==> config.mk <==
export PLATFORM = sky130hd
export DESIGN_NAME = ts_packet_source
export DESIGN_NICKNAME = d
export VERILOG_FILES = /design/src/rtl/ts_packet_source.sv
export SDC_FILE = /design/constraint.sdc
export NUM_CORES = 1
export LEC_CHECK = 0
export CELL_PAD_IN_SITES_DETAIL_PLACEMENT = 1
export CELL_PAD_IN_SITES_GLOBAL_PLACEMENT = 1
export CORE_ASPECT_RATIO = 1.2
export CORE_MARGIN = 4
export CORE_UTILIZATION = 44
export DETAILED_ROUTE_END_ITERATION = 8
export HOLD_SLACK_MARGIN = 0.08
export PLACE_DENSITY = 0.84
export SLEW_MARGIN = 0
export SYNTH_ARGS = -nofsm -noshare
export SYNTH_HDL_FRONTEND = slang
export SYNTH_SLANG_ARGS = --single-unit
export TNS_END_PERCENT = 1
==> constraint.sdc <==
create_clock -name clk -period 3.6 [get_ports clk]
set_clock_uncertainty 0.15 [all_clocks]
set_input_delay 0.54 -clock clk [delete_from_list [all_inputs] [get_ports clk]]
set_output_delay 0.54 -clock clk [all_outputs]
set_load 0.03 [all_outputs]
==> src/rtl/ts_packet_source.sv <==
// Multi-channel MPEG-2 transport-stream packet generator with deterministic payload,
// valid/ready flow control, optional inter-packet gaps and continuity-counter loss injection.
module ts_packet_source #(
    parameter int          NUM_CH     = 4,
    parameter int          PKT_LEN    = 188,
    parameter logic [12:0] PID_BASE   = 13'h0100,
    parameter int          GAP_CYCLES = 0,
    parameter int          DROP_EVERY = 0
) (
    input  logic                   clk,
    input  logic                   rst_n,
    input  logic [NUM_CH-1:0]      enable,
    input  logic [NUM_CH-1:0]      ready,
    output logic [NUM_CH-1:0]      valid,
    output logic [NUM_CH*8-1:0]    byte_data,
    output logic [NUM_CH-1:0]      sop,
    output logic [NUM_CH-1:0]      eop,
    output logic [NUM_CH-1:0]      loss_pulse,
    output logic [NUM_CH*16-1:0]   pkt_cnt
);

    // Index is at least 8 bits wide so the payload formula can always take idx[7:0].
    localparam int                IDX_W    = ($clog2(PKT_LEN) > 8) ? $clog2(PKT_LEN) : 8;
    localparam logic [IDX_W-1:0]  LAST_IDX = IDX_W'(PKT_LEN - 1);
    localparam bit                HAS_GAP  = (GAP_CYCLES > 0);
    localparam bit                HAS_DROP = (DROP_EVERY > 0);
    localparam logic [7:0]        GAP_LOAD = HAS_GAP ? 8'(GAP_CYCLES - 1) : 8'd0;
    localparam logic [16:0]       DROP_DIV = HAS_DROP ? 17'(DROP_EVERY) : 17'd1;

    typedef enum logic [1:0] {
        ST_IDLE,
        ST_SEND,
        ST_GAP
    } state_t;

    function automatic logic [7:0] ts_byte(
        input logic [IDX_W-1:0] idx,
        input logic [3:0]       cc,
        input logic [15:0]      seq,
        input logic [12:0]      pid
    );
        logic [7:0] b;
        case (idx)
            IDX_W'(0): b = 8'h47;
            IDX_W'(1): b = {3'b010, pid[12:8]};
            IDX_W'(2): b = pid[7:0];
            IDX_W'(3): b = {4'b0001, cc};
            default:   b = seq[7:0] + idx[7:0];
        endcase
        return b;
    endfunction

    genvar gi;
    generate
        for (gi = 0; gi < NUM_CH; gi++) begin : g_ch
            localparam logic [12:0] PID = PID_BASE + 13'(gi);

            state_t           state_reg;
            logic [IDX_W-1:0] idx_reg;
            logic [3:0]       cc_reg;
            logic [15:0]      seq_reg;
            logic [15:0]      pkt_cnt_reg;
            logic [7:0]       gap_cnt_reg;
            logic             valid_reg;
            logic             sop_reg;
            logic             eop_reg;
            logic             loss_reg;
            logic [7:0]       byte_reg;

            logic             fire;
            logic             last;
            logic             skip;
            logic [IDX_W-1:0] idx_next;
            logic [16:0]      seq_plus1;
            logic [3:0]       cc_step;
            logic [7:0]       byte_next;

            assign fire      = valid_reg & ready[gi];
            assign last      = (idx_reg == LAST_IDX);
            assign idx_next  = idx_reg + IDX_W'(1);
            assign seq_plus1 = {1'b0, seq_reg} + 17'd1;
            // A skip is decided at the final transfer, from the packet count including this one.
            assign skip      = HAS_DROP && ((seq_plus1 % DROP_DIV) == 17'd0);
            assign cc_step   = cc_reg + (skip ? 4'd2 : 4'd1);
            assign byte_next = ts_byte(idx_next, cc_reg, seq_reg, PID);

            always_ff @(posedge clk or negedge rst_n) begin
                if (!rst_n) begin
                    state_reg   <= ST_IDLE;
                    idx_reg     <= '0;
                    cc_reg      <= '0;
                    seq_reg     <= '0;
                    pkt_cnt_reg <= '0;
                    gap_cnt_reg <= '0;
                    valid_reg   <= 1'b0;
                    sop_reg     <= 1'b0;
                    eop_reg     <= 1'b0;
                    loss_reg    <= 1'b0;
                    byte_reg    <= '0;
                end else begin
                    loss_reg <= 1'b0;
                    case (state_reg)
                        ST_IDLE: begin
                            if (enable[gi]) begin
                                state_reg <= ST_SEND;
                                idx_reg   <= '0;
                                valid_reg <= 1'b1;
                                sop_reg   <= 1'b1;
                                eop_reg   <= 1'b0;
                                byte_reg  <= 8'h47;
                            end
                        end
                        ST_SEND: begin
                            if (fire) begin
                                if (last) begin
                                    pkt_cnt_reg <= pkt_cnt_reg + 16'd1;
                                    seq_reg     <= seq_reg + 16'd1;
                                    cc_reg      <= cc_step;
                                    loss_reg    <= skip;
                                    idx_reg     <= '0;
                                    if (HAS_GAP) begin
                                        state_reg   <= ST_GAP;
                                        gap_cnt_reg <= GAP_LOAD;
                                        valid_reg   <= 1'b0;
                                        sop_reg     <= 1'b0;
                                        eop_reg     <= 1'b0;
                                        byte_reg    <= '0;
                                    end else if (enable[gi]) begin
                                        // Back-to-back: next sync byte goes out with no bubble.
                                        valid_reg <= 1'b1;
                                        sop_reg   <= 1'b1;
                                        eop_reg   <= 1'b0;
                                        byte_reg  <= 8'h47;
                                    end else begin
                                        state_reg <= ST_IDLE;
                                        valid_reg <= 1'b0;
                                        sop_reg   <= 1'b0;
                                        eop_reg   <= 1'b0;
                                        byte_reg  <= '0;
                                    end
                                end else begin
                                    idx_reg  <= idx_next;
                                    byte_reg <= byte_next;
                                    sop_reg  <= 1'b0;
                                    eop_reg  <= (idx_next == LAST_IDX);
                                end
                            end
                        end
                        ST_GAP: begin
                            if (gap_cnt_reg == 8'd0) begin
                                if (enable[gi]) begin
                                    state_reg <= ST_SEND;
                                    idx_reg   <= '0;
                                    valid_reg <= 1'b1;
                                    sop_reg   <= 1'b1;
                                    eop_reg   <= 1'b0;
                                    byte_reg  <= 8'h47;
                                end else begin
                                    state_reg <= ST_IDLE;
                                end
                            end else begin
                                gap_cnt_reg <= gap_cnt_reg - 8'd1;
                            end
                        end
                        default: state_reg <= ST_IDLE;
                    endcase
                end
            end

            assign valid[gi]              = valid_reg;
            assign byte_data[gi*8 +: 8]   = byte_reg;
            assign sop[gi]                = sop_reg;
            assign eop[gi]                = eop_reg;
            assign loss_pulse[gi]         = loss_reg;
            assign pkt_cnt[gi*16 +: 16]   = pkt_cnt_reg;
        end
    endgenerate

endmodule

# After elaboration in Yosys (flattened, before gate mapping)
# Cells that the tools add are included.
# op_classes
n_addsub	24
eq_ne	48
muxes	140
bitwise_logic	8
reduce_logical	36
# op_table
cell	n
$mux 8	32
$pmux 8 s3	8
$add 16x1->16 const B	8
$pmux 8 s4	4
$eq 8x2->1 const B	8
$eq 8x8->1 const B	8
$logic_not 8->1	8
$mux 1	56
$mux 2	20
$ne 2x2->1 const B	20
$pmux 1 s3	12
$add 8x1->8 const B	4
$add 8x8->8	4
$eq 8x1->1 const B	4
$sub 8x1->8 const B	4
$mux 7	4
$pmux 2 s3	4
$reduce_and 3->1	8
$reduce_and 5->1	4
$add 4x1->4 const B	4
$reduce_and 4->1	4
$reduce_bool 3->1	4
$eq 2x1->1 const B	4
$eq 2x2->1 const B	4
4 further kinds	16
# totals
ff_bits	260
in_bits	10
out_inout_bits	112

# Longest topological paths before layout
# depth
ltp_word	6
ltp_mapped	12

# Least setup slack after synthesis
# No wires, ideal clock.
# synth_path
path_kind	reg2reg
startpoint	reg g_ch[3].idx_reg[0]
endpoint	reg g_ch[3].byte_reg[7]
setup_ns	0.122
t_arrival_ns	2.369
t_required_ns	3.328
path_slack_ns	0.960
path_stages_with_launch	11
path_buffers	1
path_cell_list	dfrtp_1 > ha_1 > buf_2 > xnor2_1 > inv_1 > ha_1 > nor2b_1 > o31a_1 > o41ai_1 > xnor2_1 > a32o_1
# synth_via
elab_chain_len	6
elab_cells_between_ends	11
classes_between	2 x add/sub; 4 x eq/ne; 4 x mux; 1 x reduce/logical
# synth_rtl
element	line_no	source
start, declared	59	logic [IDX_W-1:0] idx_reg;
start signal, assigned	142	idx_reg <= idx_next;
$add 8x1->8	80	assign idx_next = idx_reg + IDX_W'(1);
$add 8x8->8, or another cell as far along	48	default: b = seq[7:0] + idx[7:0];
$pmux 8 s4	43	case (idx)
$mux 8 (*)	115	if (last) begin
$mux 8 (*)	114	if (fire) begin
$pmux 8 s3 (*)	102	case (state_reg)
end signal, assigned	143	byte_reg <= byte_next;
end, declared	68	logic [7:0] byte_reg;
# Every way passes the cells marked *; elsewhere a longest branch is shown, timed or not. The select of a mux whose other input is x is not followed.
# A chain may end at the register's enable or synchronous reset.

# Final worst setup path
# layout_path
startpoint	reg g_ch[2].idx_reg[0]
endpoint	reg g_ch[2].byte_reg[6]
# layout_via
elab_chain_len	6
elab_cells_between_ends	11
classes_between	2 x add/sub; 4 x eq/ne; 4 x mux; 1 x reduce/logical
# layout_rtl
element	line_no
start, declared	59
start signal, assigned	142
$add 8x1->8	80
$add 8x8->8, or another cell as far along	48
$pmux 8 s4	43
$mux 8 (*)	115
$mux 8 (*)	114
$pmux 8 s3 (*)	102
end signal, assigned	143
end, declared	68
# Marked as above.

==> out/qor_table.md <==
| Parameter | Value |
|:---|:---|
| Status | completed |
| Remaining design rule violation count | 0 |
| Count of clock tree sinks | 192 |
| Pin count of the biggest net entering global routing | 76 |
| Most instantiated library cell after synthesis | sky130_fd_sc_hd__dfrtp_1 |
| Number of H-tree levels | 4 |
| Category of the worst setup path launch point | flip-flop |
| Netlist area before placement | 10900 µm² |
| Critical path capture point type | flip-flop |
| Avg WL per Cell | 18.38 µm |
| Final Hold Vio Count | 0 |
| Overall power after layout | 5.744 mW |
| Post-route clock period utilization | 0.8664 |
| Fraction of final layout cells with drive strength greater than 1 | 0.05686 |
| Synth unique cells | 72 |
| First-pass GRT wire length | 47590 µm |
| Post-DP HPWL | 20980 µm |
| Shortest period the worst path allows | 3.119 ns |
| Top cell type's share of synthesized area | 0.4407 |
| Biggest area consumer among synthesized cells | sky130_fd_sc_hd__dfrtp_1 |
| Final Max Tran Viols | 0 |
| Initial DRC Count | 333 |
| Cell count after synthesis | 1122 |
| Tightest hold margin | 0.3241 ns |
| Leading post-synthesis cells by instance count | sky130_fd_sc_hd__dfrtp_1, sky130_fd_sc_hd__nand2_1, sky130_fd_sc_hd__xnor2_1, sky130_fd_sc_hd__nor2_1, sky130_fd_sc_hd__o21ai_0 |
| Static leakage power | 5.813 nW |
| Grt total ovfl | 0 |
| Ys async rst share | 1.000 |
| Vert. Die Dim | 180.4 µm |
| GPL Wtd Cong | 0.8515 |
| Worst VDD drop | 301.0 µV |
| Required time reported for the critical path endpoint | 3.75 ns |
| Antenna violations before repair | 0 |
| Row Count | 62 |
| Total power divided by cell area | 444.8 nW/µm² |
| Via density | 5.575 |
| Number of flops mapped to enable cells by yosys | 0 |
| DR vias | 8647 |
| Port Buf Inserts | 117 |
| Max-capacitance violation count | 0 |
| Count of antenna diodes in the layout | 0 |
| CTS clk-pin slew, worst paths | 0.07 ns |
| Pre-Repair DR Iteration Count | 4 |
| Post-route worst setup slack | 0.4810 ns |
| Die X-Extent | 151.7 µm |
| Setup WS pre-CTS | 0.4997 ns |
| Slowest stage cell, crit path | sky130_fd_sc_hd__dfrtp_1 |
| Total number of yosys warnings | 0 |
| Critical path's top delay family | compound AO/OA/AOI/OAI gates |
| Number of post-CTS setup repair buffers | 0 |
| Total routing usage reported by global routing | 0.2137 |
| Largest register FFs | 64 |
| Clock tree root buffer cell | sky130_fd_sc_hd__clkbuf_16 |
| Standard cell core area | 24200 µm² |
| Yosys reg bits | 192 |
| Buffers from clock root to sink, at most | 2 |
| Starting utilization of the core area | 0.4505 |
| Antenna-violating nets left | 0 |
| Vias in the first global route | 9295 |
| TritonCTS clock tree | done |
| Number of buffer and inverter instances along the worst setup path | 1 |
| Worst-Margin Slew | 0.8924 ns |
| Cell types with the largest area share after synthesis | sky130_fd_sc_hd__dfrtp_1, sky130_fd_sc_hd__xnor2_1, sky130_fd_sc_hd__ha_1 |
| DIE AREA | 27370 µm² |
| Sum of negative setup slack | 0 ns |
| Number of ports placed on the die boundary | 122 |
| Mean cell area of the mapped netlist | 9.717 µm² |
| Critical path arrival | 3.27 ns |
| Main synth FF type | sky130_fd_sc_hd__dfrtp_1 |
| Fmax | 320.6 MHz |
| Unrepaired setup endpoints after global routing | no |
| Crit path largest cell delay | 0.48 ns |
| Setup CP Type | reg2reg |
| Wirelength, routed | 28510 µm |
| Series of cell instances along the critical path | ha_1 > nand2_1 > o21a_1 > or2_2 > ha_1 > inv_1 > nor3_1 > a31oi_1 > o21ai_0 > o21ai_0 > a21oi_1 |
| CTS Buf Count | 17 |
| Maximum net fanout on the critical path | 9 |
| Clock latency of the later-clocked register in the worst-skew pair | 0.44 ns |
| Final Net Count | 1290 |
| Final setup vio count | 0 |
| Seq/Total Area, Yosys | 0.4407 |
| Path class of the lowest-slack min-delay path | reg2reg |
| Worst slew margin relative to its limit | 0.3988 |
| Area growth syn-to-layout | 18.44% |
## worst reg2reg max path, cell delays in order, from the launching register on
cell,delay (ns)
sky130_fd_sc_hd__dfrtp_1,0.48
sky130_fd_sc_hd__ha_1,0.43
sky130_fd_sc_hd__nand2_1,0.22
sky130_fd_sc_hd__o21a_1,0.26
sky130_fd_sc_hd__or2_2,0.33
sky130_fd_sc_hd__ha_1,0.35
sky130_fd_sc_hd__inv_1,0.12
sky130_fd_sc_hd__nor3_1,0.06
sky130_fd_sc_hd__a31oi_1,0.15
sky130_fd_sc_hd__o21ai_0,0.11
sky130_fd_sc_hd__o21ai_0,0.20
sky130_fd_sc_hd__a21oi_1,0.13
## final cells by class
cell class / count / area, µm²
clock buffers: 19 / 442.9
clock inverters: 12 / 182.7
fillers: 2710 / 11290
inverters: 37 / 138.9
multi-input cells: 841 / 5657
flip-flops and latches: 192 / 4805
well taps: 320 / 400.4
repair buffers: 130 / 1287
## final timing paths
path                                                     start                                  end  slack (ns)  cells after the start
setup / recovery                g_ch[2].idx_reg[0]$_DFFE_PN0P_      g_ch[2].byte_reg[6]$_DFFE_PN0P_        0.48                     11
hold / removal             g_ch[3].pkt_cnt_reg[15]$_DFFE_PN0P_  g_ch[3].pkt_cnt_reg[15]$_DFFE_PN0P_        0.32                      1
setup reg to reg                g_ch[2].idx_reg[0]$_DFFE_PN0P_      g_ch[2].byte_reg[6]$_DFFE_PN0P_        0.48                     11
hold reg to reg            g_ch[3].pkt_cnt_reg[15]$_DFFE_PN0P_  g_ch[3].pkt_cnt_reg[15]$_DFFE_PN0P_        0.32                      1
max in group asynchronous                                rst_n     g_ch[1].state_reg[0]$_DFFE_PN0P_        1.93                      3
min in group asynchronous                                rst_n       g_ch[3].idx_reg[7]$_DFFE_PN0P_        0.51                      2
## layout by cell type (no fill, tap or decap), types with 7 or more instances in the layout
| master | synthesis | final |
|---|---|---|
| sky130_fd_sc_hd__xor2_1 | 41 | 41 |
| sky130_fd_sc_hd__a21o_1 | 12 | 12 |
| sky130_fd_sc_hd__mux2_2 | 9 | 9 |
| sky130_fd_sc_hd__nand3_1 | 54 | 54 |
| sky130_fd_sc_hd__and3_1 | 21 | 21 |
| sky130_fd_sc_hd__inv_1 | 37 | 37 |
| sky130_fd_sc_hd__buf_4 | 19 | 11 |
| sky130_fd_sc_hd__clkbuf_16 | 0 | 17 |
| sky130_fd_sc_hd__a31oi_1 | 8 | 8 |
| sky130_fd_sc_hd__dfrtp_1 | 192 | 192 |
| sky130_fd_sc_hd__ha_1 | 57 | 57 |
| sky130_fd_sc_hd__nor3_1 | 15 | 15 |
| sky130_fd_sc_hd__nand4_1 | 39 | 39 |
| sky130_fd_sc_hd__clkdlybuf4s50_1 | 0 | 116 |
| sky130_fd_sc_hd__nand2_1 | 138 | 138 |
| sky130_fd_sc_hd__nor2b_1 | 8 | 8 |
| sky130_fd_sc_hd__o21ai_0 | 65 | 65 |
| sky130_fd_sc_hd__xnor2_1 | 115 | 115 |
| sky130_fd_sc_hd__o41ai_1 | 9 | 9 |
| sky130_fd_sc_hd__a21oi_1 | 38 | 38 |
| sky130_fd_sc_hd__and4_1 | 7 | 7 |
| sky130_fd_sc_hd__nor2_1 | 79 | 79 |
## cells by family (layout without fill, tap and decap cells)
kind of cell / after synthesis / count (layout) / synth area share
flops: 192 / 192 / 0.4407
mux: 13 / 13 / 0.01297
simple gates: 401 / 401 / 0.1812
xor+xnor: 156 / 156 / 0.1253
fa+ha+maj: 61 / 61 / 0.07276
compound gates: 206 / 206 / 0.1252
buf+inv: 92 / 198 / 0.04154
other cells: 1 / 4 / 0.0003439
## report_power, final
part	switching [mW]	total [mW]	internal, mW
Combinational	0.770	1.27	0.499
Clock	0.869	2.05	1.18
Sequential	0.138	2.42	2.28
## routing by layer
layer  global-route usage  wire length, µm
met5                    0                0
met4              0.07120              629
met3              0.03321              885
met2               0.3747            14710
met1               0.2660            12290
## per-stage QoR
stage          instances  utilization  instance area, µm²
3_3_place_gp        1519       0.5073               12280
2_1_floorplan       1125            -               10910
4_1_cts             1551       0.5336               12910
5_1_grt             1551       0.5336               12910
6_report            1551       0.5336               12910
3_5_place_dp        1519       0.5073               12280
## repair_timing
item / in CTS / in global routing
gates resized for setup: 0 / 0
endpoints found under the hold margin: 68 / 0
hold buffers: 1 / 0
Note: power is estimated with default switching activity, not from simulation.
==> variant 1: new RTL, same flow settings <==
Compare `idx_reg` against `LAST_IDX` with >= in place of ==.
--- a/src/rtl/ts_packet_source.sv
+++ b/src/rtl/ts_packet_source.sv
@@ -76,7 +76,7 @@
             logic [7:0]       byte_next;
 
             assign fire      = valid_reg & ready[gi];
-            assign last      = (idx_reg == LAST_IDX);
+            assign last      = (idx_reg >= LAST_IDX);
             assign idx_next  = idx_reg + IDX_W'(1);
             assign seq_plus1 = {1'b0, seq_reg} + 17'd1;
             // A skip is decided at the final transfer, from the packet count including this one.
Behaviour: same outputs for any inputs over 4 cycles, from zero or initial values and one cycle with rst_n low; that may be too few to reach the edited logic, so the function may still have changed.
==> variant 1 against the original RTL <==
  * Synthesized area grew 4.6%
  * Non-clock buffer count shrank 1
  * Largest power group unchanged
  * Sequential share of layout area decreased by 1.4 points
  * Global-route usage is 0.86 points higher
  * Power grew 0.74%
  * Via count is 10% higher
  * Core utilization fell by 0.86 points
  * Cell area is 3.8% higher
  * Routed wire length up 10%
  * Sequential cell count unchanged
  * Fmax shrank 5.0%
  * Worst setup slack got worse by 0.17 ns
==> variant 1: results (changes against the original RTL) <==
Worst hold path
  – Hold path endpoint: g_ch[0].pkt_cnt_reg[15] (was g_ch[3].pkt_cnt_reg[15])

Placement
  – Placed cell areas: 0.0128 mm2 (was 0.0123 mm2)

Cells and area
  – Register share of the cell area: 35.8% (was 37.2%)
  – Layout clock area frac: 4.38% (was 4.84%)
  – Non-clk bufs: 129 (was 130)
  – FFs & Latches: 192 (unchanged)
  – NonClk Buf Share: 9.64% (was 9.97%)
  – Fill cell count: 2885 (was 2710)
  – Total Nets Final: 1355 (was 1290)
  – Share of post-route cells with drive strength above 1: 6.01% (was 5.69%)
  – Layout clock buffer count: 17 (was 19)
  – Fraction of area in multi-input gates: 45.9% (was 43.8%)

Power
  – Total chip power: 0.00579 W (was 0.00574 W)
  – Peak VDD IR: 0.311 mV (was 0.301 mV)

Global routing
  – Met2 GRT Util: 38.6% (was 37.5%)
  – GRT met3 Usage: 4.58% (was 3.32%)
  – Pin count of the biggest net entering global routing: 68 (was 76)
  – Met1 Use GR: 27.1% (was 26.6%)

Synthesis
  – Dominant cells by area after synthesis: dfrtp_1 42%, xnor2_1 7.8%, ha_1 6.1% (was dfrtp_1 44%, xnor2_1 9.2%, ha_1 6.5%)
  – Commonest cells in the netlist: 192 x dfrtp_1, 130 x nand2_1, 102 x xnor2_1 (was 192 x dfrtp_1, 138 x nand2_1, 115 x xnor2_1)
  – Syn Inst Count: 1192 (was 1122)
  – Count of cell types in the netlist: 78 (was 72)
  – Seq/Total Area, Yosys: 42.1% (was 44.1%)

Outcome
  – Status: finished clean (unchanged)

Detailed routing
  – Vias/cell: 5.86 (was 5.58)
  – Starting DRT DRC Count: 529 (was 333)

Critical path
  – Worst EP arrival: 3.47 ns (was 3.27 ns)
  – Worst-path fanout max: 10 (was 9)
  – Critical Path Sink: g_ch[1].byte_reg[6] (was g_ch[2].byte_reg[6])
  – Path depth of the worst reg2reg path: 10 (was 11)
variant 1: cell count changes after synthesis, sizes merged, moves of 6 or more:
cell    delta
nand3      -6
o211ai    +13
nor2      +10
xnor2     -13
nand2      -8
inv        +6
a211oi    +12
o21ai      -6
nor3      +17
variant 1: power groups by stage:
stage / clock network (W) / registers, W / logic, W
3_3_place_gp: 0 / 0.00245 / 0.00138
3_5_place_dp: 0 / 0.00246 / 0.00142
2_1_floorplan: 0 / 0.00256 / 0.000835
5_1_grt: 0.00206 / 0.00244 / 0.00159
6_report: 0.00192 / 0.00242 / 0.00144
4_1_cts: 0.00197 / 0.00242 / 0.00145
variant 1: kinds of logic (layout without fill, tap and decap cells):
family	after synthesis	in the layout	synth area share, %
buf+inv	101	204	4.08
mux	7	7	0.691
other cells	1	4	0.0329
flops	192	192	42.1
fa+ha+maj	60	60	6.84
compound gates	259	259	16.2
xor+xnor	148	148	11.9
simple gates	424	424	18.1
==> variant 2: new RTL, same flow settings <==
Without the edit above. Set the parameter `NUM_CH` to 8 (it was 4).
--- a/src/rtl/ts_packet_source.sv
+++ b/src/rtl/ts_packet_source.sv
@@ -1,7 +1,7 @@
 // Multi-channel MPEG-2 transport-stream packet generator with deterministic payload,
 // valid/ready flow control, optional inter-packet gaps and continuity-counter loss injection.
 module ts_packet_source #(
-    parameter int          NUM_CH     = 4,
+    parameter int          NUM_CH     = 8,
     parameter int          PKT_LEN    = 188,
     parameter logic [12:0] PID_BASE   = 13'h0100,
     parameter int          GAP_CYCLES = 0,
Ports: changed (8 resized); port bits go from 122 to 242. No check against the original RTL was run, so the function may have changed too.
==> variant 2 against the original RTL <==
  * Sequential cell count rose by 192
  * Combinational power rose by 81%
  * Synthesized area rose by 99%
  * Critical path depth fell by 1
  * Worst setup slack improved by 0.023 ns
  * Count of clock-buffer cells in the layout rose by 42
  * Power rose by 99%
  * Core utilization rose by 0.24 points
  * Cell area rose by 100%
  * First-iteration DRC count rose to 2.6 times the old value
  * Routed wire length rose by 120%
==> variant 2: results (changes against the original RTL) <==
Global routing
  – Pin count of the biggest net entering global routing: 83 (was 76)
  – Met1 Use GR: 28.2% (was 26.6%)
  – First-pass GRT wire length: 104 mm (was 47.6 mm)
  – Total GRT Usage: 23.3% (was 21.4%)
  – Met2 GRT Util: 42.5% (was 37.5%)
  – GRT met3 Usage: 3.73% (was 3.32%)

Synthesis
  – Mux cell area share after synthesis: 1.16% (was 1.30%)
  – Post-Synth Adder-Cell Area: 7.26% (was 7.28%)
  – Compound-Gate Fraction of Synth Area: 12.7% (was 12.5%)
  – Commonest cells in the netlist: 384 x dfrtp_1, 262 x nand2_1, 216 x xnor2_1 (was 192 x dfrtp_1, 138 x nand2_1, 115 x xnor2_1)
  – Dominant cells by area after synthesis: dfrtp_1 44%, xnor2_1 8.7%, ha_1 6.5% (was dfrtp_1 44%, xnor2_1 9.2%, ha_1 6.5%)

Critical path
  – Path depth of the worst reg2reg path: 10 (was 11)
  – Worst EP arrival: 3.41 ns (was 3.27 ns)
  – Worst R2R End: g_ch[4].byte_reg[6] (was g_ch[2].byte_reg[6])
  – R2R Setup Slk: 0.50 ns (was 0.48 ns)
  – Worst-path fanout max: 12 (was 9)
  – R2R Path Start: g_ch[4].idx_reg[0] (was g_ch[2].idx_reg[0])

Placement
  – I/O Buffers: 233 (was 117)
  – Placed cell areas: 0.0246 mm2 (was 0.0123 mm2)
  – RD Place Congestion: 0.896 (was 0.852)
  – Post-DP HPWL: 45.5 mm (was 21.0 mm)

Cells and area
  – Max reg flops: 128 (was 64)
  – Share of post-route cells with drive strength above 1: 4.85% (was 5.69%)
  – Total Nets Final: 2582 (was 1290)
  – Fill cell count: 5429 (was 2710)

Detailed routing
  – Wirelength, routed: 62.4 mm (was 28.5 mm)
  – Met2 WL: 32.9 mm (was 14.7 mm)
  – Residual DRC: 0 (unchanged)
  – Vias: 17900 (was 8647)
  – Starting DRT DRC Count: 880 (was 333)
  – Drt first pass iters: 5 (was 4)
  – M1 WL: 25.3 mm (was 12.3 mm)
  – Met3 wire len: 2.49 mm (was 885 um)

Outcome
  – Status: finished clean (unchanged)

Worst hold path
  – Hold_sp: g_ch[1].pkt_cnt_reg[15] (was g_ch[3].pkt_cnt_reg[15])
  – Hold path endpoint: g_ch[1].pkt_cnt_reg[15] (was g_ch[3].pkt_cnt_reg[15])

CTS
  – Htree depth: 2 (was 4)
  – Worst-Skew Late Latency: 0.56 ns (was 0.44 ns)

Power
  – Peak VDD IR: 0.348 mV (was 0.301 mV)
  – Leak: 11.8 nW (was 5.81 nW)
variant 2: through the flow:
stage / power [W] / worst slack (ns) / hold slack [ns] / cells / utilization [%]
global route: 0.0120 / 0.244 / 0.349 / 3105 / 53.6
finish: 0.0114 / 0.504 / 0.320 / 3105 / 53.6
detailed placement: 0.00711 / 0.524 / 0.312 / 3027 / 50.7
global placement: 0.00701 / 0.630 / 0.308 / 3027 / 50.7
floorplan: 0.00630 / 0.828 / 0.0944 / 2239 / -
CTS: 0.0116 / 0.496 / 0.323 / 3105 / 53.6
variant 2: cell type report:
class | instances | area share [%]
Sequential cell | 384 | 37.0
Clock buffer | 61 | 4.80
Timing Repair Buffer | 257 | 9.90
Multi-Input combinational cell | 1690 | 43.7
Inverter | 67 | 0.969
Tap cell | 630 | 3.04
Clock inverter | 16 | 0.545
variant 2: how the worst max path moves through the flow:
stage / depth (start not counted) / slack (ns) / endpoint
2_1_floorplan: 10 / 0.83 / g_ch[4].byte_reg[6]
4_1_cts: 10 / 0.50 / g_ch[4].byte_reg[6]
5_1_grt: 10 / 0.24 / g_ch[4].byte_reg[6]
6_report: 10 / 0.50 / g_ch[4].byte_reg[6]
3_5_place_dp: 10 / 0.52 / g_ch[4].byte_reg[6]
3_3_place_gp: 10 / 0.63 / g_ch[4].byte_reg[6]
variant 2: critical path: stages, from the launching register on:
cell,delay (ns)
dfrtp_1,0.45
ha_1,0.43
nand2_1,0.17
nor2_1,0.16
xnor2_1,0.17
inv_1,0.08
ha_1,0.33
or4b_1,0.53
o2111ai_1,0.14
o31ai_1,0.11
a221oi_1,0.28
variant 2: where the power goes:
| part | internal, W | switching, W |
|---|---|---|
| Clock | 0.00255 | 0.00182 |
| Sequential | 0.00451 | 0.000260 |
| Combinational | 0.000902 | 0.00139 |
| Total | 0.00797 | 0.00348 |
